`config.mk`:
```
export PLATFORM = sky130hd
export DESIGN_NAME = ram_bubble_sort_ctrl
export DESIGN_NICKNAME = d
export VERILOG_FILES = /design/src/rtl/sort_pkg.sv /design/src/rtl/sort_minmax.sv /design/src/rtl/ram_bubble_sort_ctrl.sv
export SDC_FILE = /design/constraint.sdc
export NUM_CORES = 1
export LEC_CHECK = 0
export ABC_AREA = 1
export BUFFER_PORTS_ARGS = -buffer_cell sky130_fd_sc_hd__buf_2
export CORE_ASPECT_RATIO = 1.5
export CORE_MARGIN = 1.5
export CORE_UTILIZATION = 45
export DETAILED_ROUTE_END_ITERATION = 7
export GPL_TIMING_DRIVEN = 0
export PLACE_DENSITY = 0.75
export SLEW_MARGIN = 10
export SYNTH_ARGS = -nofsm -noshare
export SYNTH_HDL_FRONTEND = slang
export SYNTH_HIERARCHICAL = 1
export SYNTH_SLANG_ARGS = --single-unit
```
`constraint.sdc`:
```
create_clock -name clk_i -period 1.6 [get_ports clk_i]
set_input_delay 0.08 -clock clk_i [delete_from_list [all_inputs] [get_ports clk_i]]
set_output_delay 0.08 -clock clk_i [all_outputs]
set_load 0.05 [all_outputs]
```
`src/rtl/sort_pkg.sv`:
```
// Shared types and helpers for the RAM bubble-sort sequencer.
package sort_pkg;

  // Sequencer states; every state other than IDLE owns the RAM ports.
  typedef enum logic [2:0] {
    IDLE,
    PRIME,
    LOAD,
    SCAN,
    FLUSH,
    DONE
  } sort_state_e;

  // Address width for a RAM of the given depth (at least one bit).
  function automatic int addr_width(input int depth);
    return (depth > 1) ? $clog2(depth) : 1;
  endfunction

endpackage

```
`src/rtl/sort_minmax.sv`:
```
// Compare-and-order step of one bubble pass: lo_o is the value that settles at
// address k-1, hi_o is the value carried forward as the new held element.
module sort_minmax #(
  parameter int width_p      = 8,
  parameter bit descending_p = 1'b0
) (
  input  logic [width_p-1:0] held_i,
  input  logic [width_p-1:0] cur_i,
  output logic [width_p-1:0] lo_o,
  output logic [width_p-1:0] hi_o,
  output logic               swap_o
);

  // Strict compare so equal keys never swap and the sort stays stable.
  always_comb begin
    swap_o = descending_p ? (held_i < cur_i) : (held_i > cur_i);
    lo_o   = swap_o ? cur_i  : held_i;
    hi_o   = swap_o ? held_i : cur_i;
  end

endmodule

```
`src/rtl/ram_bubble_sort_ctrl.sv`:
```
// In-place bubble-sort sequencer for a 1-read/1-write synchronous RAM.
// Idle: host traffic passes straight through. Busy: this block owns the RAM.
module ram_bubble_sort_ctrl
  import sort_pkg::*;
#(
  parameter int   width_p      = 8,
  parameter int   depth_p      = 512,
  parameter bit   descending_p = 1'b0,
  localparam int  aw           = addr_width(depth_p)
) (
  input  logic               clk_i,
  input  logic               reset_i,
  input  logic               start_i,
  input  logic [aw:0]        len_i,
  output logic               busy_o,
  output logic               done_o,
  output logic [aw-1:0]      passes_o,
  input  logic               host_wr_valid_i,
  input  logic [aw-1:0]      host_wr_addr_i,
  input  logic [width_p-1:0] host_wr_data_i,
  input  logic               host_rd_valid_i,
  input  logic [aw-1:0]      host_rd_addr_i,
  output logic [width_p-1:0] host_rd_data_o,
  output logic               ram_wr_valid_o,
  output logic [aw-1:0]      ram_wr_addr_o,
  output logic [width_p-1:0] ram_wr_data_o,
  output logic               ram_rd_valid_o,
  output logic [aw-1:0]      ram_rd_addr_o,
  input  logic [width_p-1:0] ram_rd_data_i
);

  sort_state_e        state_q, state_d;
  logic [aw-1:0]      limit_q, limit_d;
  logic [aw-1:0]      k_q, k_d;
  logic [aw-1:0]      passes_q, passes_d;
  logic [width_p-1:0] held_q, held_d;
  logic               swapped_q, swapped_d;

  logic [width_p-1:0] cmp_lo, cmp_hi;
  logic               cmp_swap;

  sort_minmax #(
    .width_p      (width_p),
    .descending_p (descending_p)
  ) u_minmax (
    .held_i (held_q),
    .cur_i  (ram_rd_data_i),
    .lo_o   (cmp_lo),
    .hi_o   (cmp_hi),
    .swap_o (cmp_swap)
  );

  assign host_rd_data_o = ram_rd_data_i;
  assign passes_o       = passes_q;

  // State and datapath registers; reset abandons any sort in progress.
  always_ff @(posedge clk_i) begin
    if (reset_i) begin
      state_q   <= IDLE;
      limit_q   <= '0;
      k_q       <= '0;
      passes_q  <= '0;
      held_q    <= '0;
      swapped_q <= 1'b0;
    end else begin
      state_q   <= state_d;
      limit_q   <= limit_d;
      k_q       <= k_d;
      passes_q  <= passes_d;
      held_q    <= held_d;
      swapped_q <= swapped_d;
    end
  end

  // Next-state and datapath updates: one pass is PRIME, LOAD, limit SCANs, FLUSH.
  always_comb begin
    state_d   = state_q;
    limit_d   = limit_q;
    k_d       = k_q;
    passes_d  = passes_q;
    held_d    = held_q;
    swapped_d = swapped_q;
    case (state_q)
      IDLE: begin
        if (start_i) begin
          passes_d = '0;
          if (len_i < (aw+1)'(2)) begin
            state_d = DONE;
          end else begin
            limit_d = aw'(len_i - (aw+1)'(1));
            state_d = PRIME;
          end
        end
      end
      PRIME: begin
        swapped_d = 1'b0;
        state_d   = LOAD;
      end
      LOAD: begin
        held_d  = ram_rd_data_i;
        k_d     = aw'(1);
        state_d = SCAN;
      end
      SCAN: begin
        held_d    = cmp_hi;
        swapped_d = swapped_q | cmp_swap;
        if (k_q < limit_q) begin
          k_d = k_q + aw'(1);
        end else begin
          state_d = FLUSH;
        end
      end
      FLUSH: begin
        passes_d = passes_q + aw'(1);
        if (!swapped_q || (limit_q == aw'(1))) begin
          state_d = DONE;
        end else begin
          limit_d = limit_q - aw'(1);
          state_d = PRIME;
        end
      end
      DONE: begin
        state_d = IDLE;
      end
      default: begin
        state_d = IDLE;
      end
    endcase
  end

  // RAM port mux: host passthrough when idle, sequencer accesses when busy.
  always_comb begin
    busy_o         = (state_q != IDLE);
    done_o         = (state_q == DONE);
    ram_wr_valid_o = 1'b0;
    ram_wr_addr_o  = '0;
    ram_wr_data_o  = '0;
    ram_rd_valid_o = 1'b0;
    ram_rd_addr_o  = '0;
    case (state_q)
      IDLE: begin
        ram_wr_valid_o = host_wr_valid_i;
        ram_wr_addr_o  = host_wr_addr_i;
        ram_wr_data_o  = host_wr_data_i;
        ram_rd_valid_o = host_rd_valid_i;
        ram_rd_addr_o  = host_rd_addr_i;
      end
      PRIME: begin
        ram_rd_valid_o = 1'b1;
        ram_rd_addr_o  = '0;
      end
      LOAD: begin
        ram_rd_valid_o = 1'b1;
        ram_rd_addr_o  = aw'(1);
      end
      SCAN: begin
        ram_wr_valid_o = 1'b1;
        ram_wr_addr_o  = k_q - aw'(1);
        ram_wr_data_o  = cmp_lo;
        if (k_q < limit_q) begin
          ram_rd_valid_o = 1'b1;
          ram_rd_addr_o  = k_q + aw'(1);
        end
      end
      FLUSH: begin
        ram_wr_valid_o = 1'b1;
        ram_wr_addr_o  = limit_q;
        ram_wr_data_o  = held_q;
      end
      default: begin
      end
    endcase
    if (reset_i) begin
      ram_wr_valid_o = 1'b0;
      ram_rd_valid_o = 1'b0;
    end
  end

endmodule

```
==> metrics.md, run 1 <==
| Metric | Value |
|---|---|
| Clk buf depth | 2 |
| Final setup violation count | 57 |
| MaxCap Viol Count | 0 |
| Outcome | finished with violations |
| Wire per inst | 21.0 µm |
| Buffers added on ports | 95 |
| Initial antenna violation count | 0 |
| Ys async rst share | 0% |
| Unrepaired setup endpoints after global routing | yes |
| Post-Syn Instances | 638 |
| Switching part of the total | 51.0% |
| DRC violation total after the first TritonRoute iteration | 548 |
| Vias in the first global route | 4946 |
| FF+latch count, synth | 39 |
| Worst setup path class | flop to output pin |
| Most common cell after layout, fill and taps aside | nand2_1 |
| Post-Place Worst Slack | -0.366 ns |
| Failing checks | negative setup slack |
| Mapped Nets | 709 |
| CP Launch Type | flop |
| Mapped cell area | 3680 µm² |
| Syn Area/Cell | 5.76 µm² |
| Fmax | 435 MHz |
| Worst Setup End Kind | output pin |
| Sw power | 0.00552 W |
| Setup slack after layout | -0.700 ns |
| Area Overhead vs Synth | 83.8% |
| PnR Total Power | 0.0108 W |
| Fillers | 375 |
| WP data required | 1.52 ns |
| Seq pwr share | 14.2% |
| Worst skew pair latency | 0.30 ns |
| Critical Path Fanout Max | 4 |
| Number of synthesized flops with an enable pin | 0 |
| Detail Placement HPWL | 8740 µm |
| Tcrit/Tclk final | 144% |
| DP Cell Count | 838 |
| Hold-fix buffers, CTS | 0 |
| Clock Sinks | 39 |
| CTS Buf Count | 5 |
| Root Buffer | clkbuf_16 |
| GRT Overall Usage | 32.1% |
| Die X | 76.8 µm |
| Clock Skews | 0.00814 ns |
| GP Congestion | 0.898 |
| Initial Util | 46.2% |
| Routed WL | 19600 µm |
| Max-slew headroom | 34.8% |
| Critical Path Max Stage Delay | 0.43 ns |
| Total grt overflow | 0 |
| Comb power frac | 74.5% |
| Clock transition at path regs | 0.07 ns |
| WP data arrival | 2.22 ns |
| DR vias | 5831 |
| Final worst path period need | 2.30 ns |
| Distinct cells, synth | 36 |
| Final non-filler cell total | 933 |
| Drt drc | 0 |
| Drt first pass iters | 5 |
| Final Max Slew Viols | 0 |
| Pin slew with the least headroom to its limit | 0.978 ns |
| Yosys warning total | 6 |
| Static leakage | 3.24 nW |
| Clk network pwr share | 11.3% |
| CP most frequent cell | nand2_2 |
| Final hold violations | 0 |
| Vias per cell | 6.25 |
| Final ANT Viol Nets | 0 |
| Die height | 114 µm |
| Post-layout util | 85.0% |
| Crit path cell chain | ha_4 > nand2_2 > nand2_2 > a21oi_4 > nand4_1 > buf_6 > nand2_2 > inv_2 > a21oi_4 > buf_8 |
| Ys flop type | dfxtp_1 |
| Total core area | 7960 µm² |
| Sequential element share of the synthesized area | 21.2% |
| Layout Nets | 898 |
| # H-tree levels | 2 |
| I/O pins | 96 |
| CTS tree | done |
| Largest net degree at the start of global routing | 15 |
| Crit-path slowest cell | dfxtp_2 |
| # diodes | 0 |
| Worst vdd ir | 1260 µV |
| Reg2Reg Setup Slack | -0.65 ns |
| Fraction of layout cells with a size suffix above 1 | 52.8% |
| Worst min path class | input pin to flop |
| Most frequent cells in the layout | nand2_1, buf_2, buf_4 |
| Cell internal pwr | 0.00530 W |
| Pwr dens | 1600 nW/µm² |
| DIE AREA | 8730 µm² |
| Row cnt | 40 |
| First-pass GRT wire length | 22500 µm |
==> layer usage <==
layer / part of all wire [%] / wire length, µm / global-route usage [%] / vias to the layer above
li1: - / - / - / 2458
met1: 32 / 6360 / 33.5 / 2636
met2: 48 / 9370 / 60.1 / 544
met3: 9.3 / 1830 / 4.16 / 193
met4: 10 / 2030 / 19.8 / 0
met5: 0 / 0 / 0 / -
==> logic make-up (layout without fill, tap and decap cells) <==
family / Yosys count / count (layout) / synth area share (%)
DFF: 39 / 39 / 21.2
muxes: 1 / 1 / 0.272
adders and majority gates: 22 / 22 / 7.49
buffers and inverters: 102 / 289 / 12.1
AOI/OAI and AO/OA: 90 / 91 / 14.1
and+or+nand+nor: 384 / 386 / 44.8
==> worst max-delay path: cells and delay by family (launching register included) <==
| kind | cells | cell delay, ns |
|---|---|---|
| AND/OR/NAND/NOR | 4 | 0.44 |
| flip-flops | 1 | 0.43 |
| adder cells (fa/ha/maj) | 1 | 0.24 |
| buffers and inverters | 3 | 0.43 |
| AO/OA/AOI/OAI | 2 | 0.38 |
==> state kept, by name (all words and copies together), names as in the netlist <==
signal	flops
held_q	8
k_q	9
limit_q	9
passes_o	9
state_q	3
swapped_q	1
==> synthesized netlist by cell type (all sizes together) (6+ instances only) <==
cell type	number	area, µm²
nor2	69	282
buf	24	154
nand3	85	425
o21ai	32	164
clkbuf	6	22.5
a21oi	37	196
inv	72	270
o211ai	6	45.0
nand2	216	841
nand4	6	52.6
dfxtp	39	781
ha	22	275
==> path summary, 6_finish.rpt <==
check / depth (start not counted) / start / to
max: 10 / k_q[6]$_SDFFE_PP0P_ / ram_rd_valid_o
min: 2 / reset_i / passes_o[5]$_SDFFE_PP0P_
max reg2reg: 15 / held_q[1]$_SDFFE_PP0P_ / held_q[7]$_SDFFE_PP0P_
min reg2reg: 1 / passes_o[0]$_SDFFE_PP0P_ / passes_o[0]$_SDFFE_PP0P_
==> power by group through the flow <==
stage               registers [W]  clock network [W]  logic [W]
finish                    0.00154            0.00122    0.00806
global route              0.00155            0.00125    0.00837
global placement          0.00146                  0    0.00438
CTS                       0.00146            0.00121    0.00611
detailed placement        0.00146                  0    0.00447
floorplan                 0.00141                  0    0.00355
==> cell type report <==
class,instances,area [µm²],area share [%]
Sequential cell,39,858,12.7
Inverter,72,310,4.59
Clock inverter,3,47.5,0.703
Timing Repair Buffer,180,1530,22.6
Clock buffer,5,125,1.85
Tap cell,105,131,1.94
Multi-Input combinational cell,500,3470,51.4
Buffer,29,284,4.20
==> stage by stage <==
stage          hold slack (ns)  setup TNS (ns)  area (µm²)
4_1_cts                 0.0241           -9.94        5940
6_report                0.0226          -22.14        6760
3_5_place_dp             0.337           -8.30        4670
5_1_grt                 0.0261          -24.27        6760
2_1_floorplan            0.158           -1.37        4070
3_3_place_gp             0.332           -7.37        4670
==> timing repair <==
action,CTS,global route
buffers inserted,49,40
endpoints found under the setup margin,48,60
resized for setup,197,146
cloned,2,3
pin swaps,45,64
No activity file was read; power rests on OpenSTA's default activity.
==> run 2: changes to the inputs <==
Settings changed: HOLD_SLACK_MARGIN from default to 0.15, MAX_ROUTING_LAYER from default to met4.
==> run 2 against run 1 <==
The flow still finishes with violations (negative setup slack); final area shrank 5.2%; total power is 11% lower; first-iteration DRC count shrank 6.4%; fmax rose by 6.1%; combinational power fell by 15%; register-to-register slack improved by 0.13 ns; global-route usage is 0.83 points higher; largest cell class unchanged; non-clock buffer count fell by 8; clock-buffer cell count did not move.
==> metrics.md, run 2 (synthesized netlist as in run 1, its figures left out) <==
| Metric | Value |
|---|---|
| Capturing point of the worst reg2reg path | held_q[5]$_SDFFE_PP0P_ |
| Vias per cell | 5.67 (-9.3%) |
| Worst skew pair latency | 0.30 ns (about the same) |
| I/O pins | 96 (unchanged) |
| Worst setup path class | flop to output pin |
| Clk buf depth | 2 (unchanged) |
| WP data required | 1.52 ns (about the same) |
| Clock Sinks | 39 (unchanged) |
| Most common cell after layout, fill and taps aside | nand2_1 |
| Detail Placement HPWL | 9010 µm (+3.0%) |
| Final ANT Viol Nets | 0 (unchanged) |
| Vias in the first global route | 4921 (-0.51%) |
| Final setup violation count | 50 (-12%) |
| PnR Total Power | 0.00964 W (-11%) |
| First-pass GRT wire length | 22200 µm (-1.3%) |
| Routed WL | 15500 µm (-21%) |
| Outcome | finished with violations |
| Root Buffer | clkbuf_16 |
| Drt first pass iters | 5 (unchanged) |
| CTS tree | done |
| CP Launch Type | flop |
| Worst vdd ir | 1250 µV (-0.54%) |
| Initial Util | 46.2% (unchanged) |
| Clock transition at path regs | 0.07 ns (about the same) |
| Total grt overflow | 0 (unchanged) |
| Fmax | 461 MHz (+6.1%) |
| DR vias | 5228 (-10%) |
| Failing checks | negative setup slack |
| Pin slew with the least headroom to its limit | 0.812 ns (-0.166 ns) |
| Die X | 76.8 µm (unchanged) |
| Row cnt | 40 (unchanged) |
| Final Max Slew Viols | 0 (unchanged) |
| WP data arrival | 2.09 ns (-0.13 ns) |
| Static leakage | 3.10 nW (-4.3%) |
| Area Overhead vs Synth | 74.2% |
| Fillers | 494 (+32%) |
| Most frequent cells in the layout | nand2_1, buf_4, buf_2 |
| DRC violation total after the first TritonRoute iteration | 513 (-6.4%) |
| Hold worst-path end | passes_o[0]$_SDFFE_PP0P_ |
| GRT Overall Usage | 32.9% (+0.83 points) |
| Pwr dens | 1500 nW/µm² (-6.1%) |
| Worst min path class | input pin to flop |
| Tcrit/Tclk final | 136% (-8.2 points) |
| Worst Setup End Kind | output pin |
| Hold path depth | 4 (+2) |
| Reg-to-reg critical path startpoint | held_q[5]$_SDFFE_PP0P_ |
| Drt drc | 0 (unchanged) |
| Final non-filler cell total | 922 (-1.2%) |
| Initial antenna violation count | 0 (unchanged) |
| Max-slew headroom | 45.9% (+11 points) |
| Final hold violations | 0 (unchanged) |
| Buffers added on ports | 95 (unchanged) |
| Critical Path Fanout Max | 8 (+4) |
| Largest net degree at the start of global routing | 15 (unchanged) |
| Wire per inst | 16.8 µm (-20%) |
| # diodes | 0 (unchanged) |
| Clock Skews | 0.00594 ns (-0.00220 ns) |
| DP Cell Count | 838 (unchanged) |
| CTS Buf Count | 5 (unchanged) |
| Total core area | 7960 µm² (unchanged) |
| Unrepaired setup endpoints after global routing | yes |
| DIE AREA | 8730 µm² (unchanged) |
| Reg2Reg Setup Slack | -0.52 ns (+0.13 ns) |
| Final worst path period need | 2.17 ns (-0.132 ns) |
| Die height | 114 µm (unchanged) |
| MaxCap Viol Count | 0 (unchanged) |
| Setup slack after layout | -0.568 ns (+0.132 ns) |
| Worst reg2reg path depth | 14 (-1) |
| GP Congestion | 0.946 (+5.4%) |
| Layout Nets | 887 (-1.2%) |
| HP Start | start_i |
| # H-tree levels | 2 (unchanged) |
| Fraction of layout cells with a size suffix above 1 | 48.7% (-4.1 points) |
run 2: changes by cell type in the layout (fill, tap and decap cells not counted), moves of 5 or more:
| cell | change |
|---|---|
| dlygate4sd3_1 | +5 |
| nor2_2 | +5 |
| buf_8 | -8 |
| nand2_1 | +12 |
| nand2_2 | -13 |
| nor2_4 | -7 |
run 2: how the worst max path moves through the flow:
stage                       startpoint               end  slack, ns  depth (start not counted)
3_5_place_dp    held_q[4]$_SDFFE_PP0P_  ram_wr_data_o[6]      -0.37                         11
6_report        held_q[5]$_SDFFE_PP0P_  ram_wr_data_o[6]      -0.57                         11
2_1_floorplan  state_q[1]$_SDFFE_PP0P_  ram_wr_addr_o[2]      -0.19                          6
5_1_grt         held_q[5]$_SDFFE_PP0P_  ram_wr_data_o[6]      -0.62                         11
4_1_cts         held_q[7]$_SDFFE_PP0P_  ram_wr_data_o[3]      -0.45                         11
3_3_place_gp    held_q[5]$_SDFFE_PP0P_  ram_wr_data_o[0]      -0.34                         12
run 2: repair_timing:
action,CTS,global route
resized for setup,201,90
setup buffers,59,19
endpoints found under the setup margin,49,62
gates cloned,1,0
endpoints found under the hold margin,7,0
hold buffers,5,0
pin swaps,48,53
run 2: cell type report:
| class | instances | area, µm² | area share [%] |
|---|---|---|---|
| multi-input cells | 497 | 3300 | 51.6 |
| flip-flops and latches | 39 | 850 | 13.3 |
| clock inverters | 3 | 47.5 | 0.742 |
| plain buffers | 28 | 277 | 4.32 |
| well taps | 105 | 131 | 2.05 |
| inverters | 72 | 310 | 4.84 |
| clock buffers | 5 | 125 | 1.95 |
| repair buffers | 173 | 1360 | 21.3 |
run 2: per-layer routing:
layer	up-vias	share of wire [%]	GRT usage [%]
li1	2430	-	-
met1	2423	35	33.5
met2	296	53	60.1
met3	79	6.9	3.68
met4	0	5.3	19.4
met5	-	0	-
run 2: through the flow:
step | cell area [µm²] | hold slack, ns | setup TNS (ns) | setup slack, ns | utilization [%]
floorplan | 4070 | 0.158 | -1.37 | -0.188 | -
global placement | 4670 | 0.332 | -7.47 | -0.342 | 58.7
detailed placement | 4670 | 0.343 | -8.76 | -0.374 | 58.7
CTS | 6020 | 0.151 | -11.96 | -0.454 | 75.7
global route | 6410 | 0.212 | -19.03 | -0.624 | 80.5
finish | 6410 | 0.180 | -15.80 | -0.568 | 80.5
run 2: critical path, stage by stage (launching register included):
cell	delay, ns
dfxtp_4	0.35
ha_4	0.28
nand2_4	0.05
nor2_4	0.20
nand4_4	0.19
nand2_4	0.14
buf_12	0.16
nand2_4	0.05
nand2_2	0.07
nand2_2	0.07
nand3_4	0.06
buf_8	0.14
run 2: report_power, final:
part	switching, W	internal, W	total, W	leakage, nW
clock network	0.000481	0.000746	0.00123	0.0844
logic	0.00406	0.00281	0.00687	2.68
registers	0.000325	0.00122	0.00154	0.334
